### src/rtl/fea_pro.sv
// -----------------------------------------------------------------------------
// fea_pro : stereo feature extractor and matcher
//
// Receives a left image and then a right image as raster-ordered 8-bit pixels.
// Each interior pixel whose 3x3 neighbourhood shows enough contrast becomes a
// feature. Its position and an 8-bit census descriptor go into a per-image
// table. After the right image, each left feature is compared with every right
// feature on the same row at or left of it. The closest descriptor, if close
// enough, is reported as a match record.
//
// Ports
//   clk            in   1   rising-edge clock
//   rst            in   1   asynchronous active-high reset
//   img_din        in   8   pixel value, raster order
//   img_din_valid  in   1   qualifies img_din, one pixel per high cycle
//   dout_valid     out  1   one-cycle match strobe
//   dout_data      out  64  {4'b0, Rx, Ry, Px, Py, Lx, Ly}, 10 bits each;
//                           holds its value between strobes
//   done           out  1   one-cycle pulse when a left/right pair is finished
// -----------------------------------------------------------------------------
module fea_pro #(
  parameter int Img_Height = 100,
  parameter int Img_Width  = 120,
  parameter int Max_Feat   = 16,
  parameter int Thresh     = 20,
  parameter int Max_Hd     = 2
) (
  input  logic        clk,
  input  logic        rst,
  input  logic [7:0]  img_din,
  input  logic        img_din_valid,
  output logic        dout_valid,
  output logic [63:0] dout_data,
  output logic        done
);

  localparam int CW  = 10;                      // coordinate width in records
  localparam int XIW = $clog2(Img_Width);       // line-buffer index width
  localparam int FW  = $clog2(Max_Feat + 1);    // feature count width
  localparam int FIW = $clog2(Max_Feat);        // feature table index width

  typedef enum logic [1:0] {CAP_L, CAP_R, MATCH, DONE} state_t;
  typedef enum logic [1:0] {M_SETUP, M_SCAN, M_EMIT} mphase_t;

  function automatic logic [7:0] abs_diff(input logic [7:0] a, input logic [7:0] b);
    logic signed [8:0] d;
    d = $signed({1'b0, a}) - $signed({1'b0, b});
    return (d < 0) ? 8'(-d) : 8'(d);
  endfunction

  function automatic logic [3:0] popcount8(input logic [7:0] v);
    logic [3:0] s;
    s = 4'd0;
    for (int k = 0; k < 8; k++) s = s + {3'd0, v[k]};
    return s;
  endfunction

  state_t  state;
  mphase_t mphase;

  logic [CW-1:0] x_cnt, y_cnt;
  logic [7:0]    win [3][3];      // [row][col]; row 0 = line y-2, col 2 = newest column
  logic [7:0]    lb1 [Img_Width]; // line y-1
  logic [7:0]    lb2 [Img_Width]; // line y-2
  logic [7:0]    lb1_rd, lb2_rd;
  logic [XIW-1:0] xi;

  logic          capture;
  logic [7:0]    nb [8];          // NW,N,NE,W,E,SW,S,SE at indices 7..0
  logic [7:0]    ctr;
  logic [7:0]    over;
  logic [7:0]    census;
  logic          interior;
  logic          feat_p0;

  logic          vld_p1;
  logic          sel_p1;          // 1: feature belongs to the right image
  logic [CW-1:0] fx_p1, fy_p1;
  logic [7:0]    desc_p1;

  logic [CW-1:0] lt_x [Max_Feat];
  logic [CW-1:0] lt_y [Max_Feat];
  logic [7:0]    lt_d [Max_Feat];
  logic [CW-1:0] rt_x [Max_Feat];
  logic [CW-1:0] rt_y [Max_Feat];
  logic [7:0]    rt_d [Max_Feat];
  logic [FW-1:0] nl, nr;
  logic          lt_wr, rt_wr;

  logic [FW-1:0] i_idx, j_idx;
  logic [CW-1:0] l_x, l_y, r_x, r_y;
  logic [7:0]    l_d, r_d;
  logic [3:0]    hd;
  logic          scan_act, cand, take;
  logic          best_vld;
  logic [3:0]    best_hd;
  logic [CW-1:0] best_rx, best_ry;
  logic [CW-1:0] px, py;

  assign capture = img_din_valid && ((state == CAP_L) || (state == CAP_R));
  assign xi      = x_cnt[XIW-1:0];
  assign lb1_rd  = lb1[xi];
  assign lb2_rd  = lb2[xi];

  // Stage p0: neighbourhood of (x-1, y-1) while pixel (x, y) arrives
  always_comb begin
    nb[7] = win[0][1];
    nb[6] = win[0][2];
    nb[5] = lb2_rd;
    nb[4] = win[1][1];
    nb[3] = lb1_rd;
    nb[2] = win[2][1];
    nb[1] = win[2][2];
    nb[0] = img_din;
    ctr   = win[1][2];
    over   = 8'd0;
    census = 8'd0;
    for (int k = 0; k < 8; k++) begin
      over[k]   = abs_diff(ctr, nb[k]) > 8'(Thresh);
      census[k] = ctr > nb[k];
    end
    // The centre is at most (W-2, H-2) by construction, so only the top and
    // left borders need excluding; that also keeps stale window columns and
    // line-buffer rows from a previous line or image out of use.
    interior = (x_cnt >= CW'(2)) && (y_cnt >= CW'(2));
    feat_p0  = capture && interior && (popcount8(over) >= 4'd6);
  end

  assign lt_wr = vld_p1 && !sel_p1 && (nl < FW'(Max_Feat));
  assign rt_wr = vld_p1 &&  sel_p1 && (nr < FW'(Max_Feat));

  assign l_x = lt_x[i_idx[FIW-1:0]];
  assign l_y = lt_y[i_idx[FIW-1:0]];
  assign l_d = lt_d[i_idx[FIW-1:0]];
  assign r_x = rt_x[j_idx[FIW-1:0]];
  assign r_y = rt_y[j_idx[FIW-1:0]];
  assign r_d = rt_d[j_idx[FIW-1:0]];

  // Strict less-than keeps the earliest j on equal distances.
  assign hd       = popcount8(l_d ^ r_d);
  assign scan_act = (state == MATCH) && (mphase == M_SCAN) && (j_idx < nr);
  assign cand     = (r_y == l_y) && (r_x <= l_x);
  assign take     = scan_act && cand && (!best_vld || (hd < best_hd));
  assign px       = l_x - best_rx;
  assign py       = l_y - best_ry;

  // Storage without reset: line buffers, stage p1 payload, tables, best candidate
  always_ff @(posedge clk) begin
    if (capture) begin
      lb2[xi] <= lb1_rd;
      lb1[xi] <= img_din;
      fx_p1   <= x_cnt - 1'b1;
      fy_p1   <= y_cnt - 1'b1;
      desc_p1 <= census;
    end
    // Stage p1: table write of the feature detected one cycle earlier
    if (lt_wr) begin
      lt_x[nl[FIW-1:0]] <= fx_p1;
      lt_y[nl[FIW-1:0]] <= fy_p1;
      lt_d[nl[FIW-1:0]] <= desc_p1;
    end
    if (rt_wr) begin
      rt_x[nr[FIW-1:0]] <= fx_p1;
      rt_y[nr[FIW-1:0]] <= fy_p1;
      rt_d[nr[FIW-1:0]] <= desc_p1;
    end
    if (take) begin
      best_hd <= hd;
      best_rx <= r_x;
      best_ry <= r_y;
    end
  end

  // Control, window and outputs
  always_ff @(posedge clk or posedge rst) begin
    if (rst) begin
      state      <= CAP_L;
      mphase     <= M_SETUP;
      x_cnt      <= '0;
      y_cnt      <= '0;
      for (int r = 0; r < 3; r++)
        for (int c = 0; c < 3; c++)
          win[r][c] <= 8'd0;
      vld_p1     <= 1'b0;
      sel_p1     <= 1'b0;
      nl         <= '0;
      nr         <= '0;
      i_idx      <= '0;
      j_idx      <= '0;
      best_vld   <= 1'b0;
      dout_valid <= 1'b0;
      dout_data  <= 64'd0;
      done       <= 1'b0;
    end else begin
      dout_valid <= 1'b0;
      done       <= 1'b0;
      vld_p1     <= feat_p0;
      if (lt_wr) nl <= nl + 1'b1;
      if (rt_wr) nr <= nr + 1'b1;

      if (capture) begin
        sel_p1 <= (state == CAP_R);
        for (int r = 0; r < 3; r++) begin
          win[r][0] <= win[r][1];
          win[r][1] <= win[r][2];
        end
        win[0][2] <= lb2_rd;
        win[1][2] <= lb1_rd;
        win[2][2] <= img_din;
        if (x_cnt == CW'(Img_Width - 1)) begin
          x_cnt <= '0;
          if (y_cnt == CW'(Img_Height - 1)) begin
            y_cnt  <= '0;
            mphase <= M_SETUP;
            state  <= (state == CAP_L) ? CAP_R : MATCH;
          end else begin
            y_cnt <= y_cnt + 1'b1;
          end
        end else begin
          x_cnt <= x_cnt + 1'b1;
        end
      end

      case (state)
        MATCH: begin
          case (mphase)
            // One spare cycle lets the last right-image feature land in its table.
            M_SETUP: begin
              i_idx    <= '0;
              j_idx    <= '0;
              best_vld <= 1'b0;
              if (nl == '0) state <= DONE;
              else          mphase <= M_SCAN;
            end
            M_SCAN: begin
              if (take) best_vld <= 1'b1;
              if ((j_idx + 1'b1) >= nr) mphase <= M_EMIT;
              else                      j_idx  <= j_idx + 1'b1;
            end
            default: begin
              if (best_vld && (best_hd <= 4'(Max_Hd))) begin
                dout_valid <= 1'b1;
                dout_data  <= {4'd0, best_rx, best_ry, px, py, l_x, l_y};
              end
              best_vld <= 1'b0;
              j_idx    <= '0;
              if ((i_idx + 1'b1) >= nl) begin
                state <= DONE;
              end else begin
                i_idx  <= i_idx + 1'b1;
                mphase <= M_SCAN;
              end
            end
          endcase
        end
        DONE: begin
          done  <= 1'b1;
          nl    <= '0;
          nr    <= '0;
          state <= CAP_L;
        end
        default: ;
      endcase
    end
  end

endmodule

### config.mk
export PLATFORM = sky130hd
export DESIGN_NAME = fea_pro
export DESIGN_NICKNAME = d
export VERILOG_FILES = /design/src/rtl/fea_pro.sv
export SDC_FILE = /design/constraint.sdc
export NUM_CORES = 2
export LEC_CHECK = 0
export BUFFER_PORTS_ARGS = -buffer_cell sky130_fd_sc_hd__buf_4
export CAP_MARGIN = 20
export CORE_UTILIZATION = 30
export CTS_CLUSTER_DIAMETER = 120
export DETAILED_ROUTE_END_ITERATION = 7
export GPL_TIMING_DRIVEN = 0
export PLACE_DENSITY = 0.44
export SETUP_SLACK_MARGIN = 0.05
export SLEW_MARGIN = 40
export SYNTH_ARGS = -nofsm -noshare
export SYNTH_HDL_FRONTEND = slang
export SYNTH_SLANG_ARGS = --single-unit
### constraint.sdc
create_clock -name clk -period 9.4 [get_ports clk]
set_input_delay 0.94 -clock clk [delete_from_list [all_inputs] [get_ports clk]]
set_output_delay 0.94 -clock clk [all_outputs]
set_load 0.005 [all_outputs]
==> out/qor.yml <==
die:
  fp-row-count: 231
  die_h_um: 633
  die_x_um: 633
  die_area_sq_um: 401000
  ioPinCount: 77
  start_util_pct: 30.2
  core-area_sq_um: 396000
global_routing:
  grt_pass1_vias: 73000
  antenna_found_initial: 44
  grt_usage_pct: 26.3
  globalRouteOverflowTotal: 0
  grt_max_degree: 123
  grt_pass1_wl_mm: 700
setup_path:
  reg2reg_depth: 30
  start_kind: "flip-flop"
  crit_slowest_cell: "dfrtp_4"
  cpPeakStageDelay_ns: 0.60
  crit_type: "reg -> reg"
  cp_common_cell: "fa_1"
  arrival_ns: 10.12
  crit_required_ns: 10.22
  worstReg2RegStart: "x_cnt[1]"
  worst-path-max-fanout: 29
  end_kind: "flip-flop"
  crit_start: "x_cnt[1]"
run_status:
  violations: "design-rule violations"
  status: "finished, violations left"
logic_synthesis:
  netlist_area_sq_um: 119000
  yosysWarnings: 0
  ys_ff_latch: 3025
  syn_area_per_cell_sq_um: 17.7
  synth_top_flop_cell: "edfxtp_1"
  synthCells: 6762
  ys_seq_area_share_pct: 75.4
  synth-edff-count: 2868
  async_reset_ff_share_pct: 5.19
  synth.distinct_cells: 88
job:
  maxCapViolCount: 0
layout:
  stdcell_area_sq_um: 148000
  nFillCells: 36500
  syn_to_final_growth_pct: 24.1
  final_common_cell: "edfxtp_1"
  multi_input_area_sq_um: 28700
  layout_common_cells: "edfxtp_1, a22oi_1, clkbuf_16, mux4_2, nand2_1"
  layout-drive-gt1-share_pct: 25.4
  fin_cells: 13200
  nets: 7779
  seqCellArea_sq_um: 90100
power:
  seqPwrFrac_pct: 37.7
  p_sw_w: 0.0177
  pwr-share-clk_pct: 27.7
  leakage_nw: 48.4
  internal_power_w: 0.0293
  combPwrFrac_pct: 34.5
  peakVddDrop_v: 0.000524
  swShare_pct: 37.7
  cellPowerDensity_nw_per_um2: 317
clock_network:
  clk-insertion-delay-late_ns: 1.00
  cts_inserted_buffers: 329
  cts_tree: "built"
  cts_sinks: 3025
  clk_pin_slew_worst_paths_ns: 0.06
  root_buffer: "clkbuf_16"
  clk_path_buf_depth: 4
  htreeDepth: 5
route:
  avgViaCountPerCell: 5.82
  num_vias: 76700
  wl_mm: 539
  postRouteAntennaNets: 0
  first_pass_iters: 8
  first_iter_violations: 12300
  drc_errors: 1
  avgRoutedWirePerCell_um: 41.0
sta:
  finalClockSkew_ns: 0.106
  tightestPinTransition_ns: 1.01
  period_minus_slack_ns: 9.30
  setup_viol: 0
  fmax_mhz: 108
  drv_slew: 0
  slew_headroom_pct: 32.7
  tns_ns: 0
  grt_setup_unrepaired: "false"
  holdWs_ns: 0.356
  timing.final.crit_share_pct: 98.9
  hold_violations: 0
hold_path:
  min_from: "img_din[0]"
  hold_path_depth: 1
  hp-class: "in -> reg"
placed_design:
  gp_congestion: 0.940
  portBuffers: 72
  placed_area_sq_um: 137000
  dp_cells: 12500
  dp.final_hpwl_mm: 381
## power by group through the flow
stage	Clock [W]	Sequential (W)	Combinational, W
after global routing	0.0136	0.0178	0.0164
after floorplan	0	0.0181	0.00674
final	0.0130	0.0178	0.0163
after detailed placement	0	0.0180	0.0150
after global placement	0	0.0188	0.0131
after CTS	0.0131	0.0177	0.0154
## per-layer routing
metal	GRT usage [%]	routed length, um	up-vias
met3	7.50	59200	1442
met1	32.7	200000	40300
met4	15.5	39000	12
met2	40.7	240000	5505
li1	-	-	29400
met5	0.447	411	-
## cells by family (layout without fill, tap and decap cells)
kind of cell	after synthesis	after routing	share of synthesized area [%]
flops	3025	3025	75.4
compound gates	1440	1441	8.70
simple gates	933	934	3.58
mux	565	565	7.91
buf+inv	538	1660	1.94
fa+ha+maj	150	150	1.68
xor+xnor	110	110	0.806
other cells	1	37	0.00314
## worst max-delay path, delay by kind of cell (launching register included)
family	cells	cell delay (ns)
AOI/OAI and AO/OA	8	1.75
adders and majority gates	7	2.70
DFF	1	0.60
xor gates and xnor gates	2	0.32
muxes	1	0.32
and+or+nand+nor	6	1.49
buffers and inverters	6	1.81
## stage by stage
step	utilization, %	setup slack [ns]	total power (W)
floorplan	-	0.808	0.0249
global placement	32.0	-5.93	0.0319
detailed placement	34.6	-1.45	0.0331
CTS	37.3	0.0538	0.0463
global route	37.4	0.0503	0.0478
finish	37.5	0.104	0.0471
## sequential cells by signal (all words and copies together) (netlist names), 40 cells and up
signal     cells
rt_x         160
lb2          960
lt_x         160
lb1          960
lt_d         128
lt_y         160
rt_y         160
nb            40
dout_data     60
rt_d         128
## Yosys cell counts (all sizes together) (42+ instances only)
cell / number / area [sq um]
a41oi: 46 / 403
a21oi: 156 / 785
edfxtp: 2868 / 86100
nand4: 42 / 263
nor2: 336 / 1260
nand3: 45 / 225
a22oi: 374 / 2810
inv: 146 / 548
a221oi: 176 / 1540
mux4: 288 / 6490
buf: 213 / 1090
a22o: 64 / 561
a221o: 60 / 601
a31oi: 50 / 313
mux2i: 123 / 1230
dfrtp: 157 / 3930
ha: 132 / 1650
mux2: 154 / 1740
xor2: 52 / 455
xnor2: 58 / 508
o21ai: 231 / 1160
o22ai: 65 / 407
nand2: 280 / 1050
nor3: 48 / 245
clkbuf: 176 / 661
## final timing paths
kind | endpoint | slack (ns)
worst max-delay path | vld_p1 | 0.10
worst min-delay path | lb1[5][0] | 0.36
worst max register to register | vld_p1 | 0.10
worst min register to register | dout_data[46] | 0.48
max in group asynchronous | dout_data[24] | 8.15
min in group asynchronous | y_cnt[6] | 0.55
## layout make-up
type / count / area share, %
inverter: 149 / 0.410
multi-input combinational: 3204 / 19.4
antenna: 33 / 0.0557
buffer: 388 / 1.49
tap: 5242 / 4.42
timing repair buffer: 521 / 6.39
sequential: 3025 / 60.7
clock buffer: 417 / 5.97
clock inverter: 185 / 1.17
## what timing repair did
item,in CTS,in global routing
setup endpoints to repair,1,1
gates cloned,1,1
gates resized for setup,69,61
endpoints found under the hold margin,31,0
buffers inserted,3,2
hold buffers,1,0
pin swaps,2,3
No activity file was read; power rests on OpenSTA's default activity.
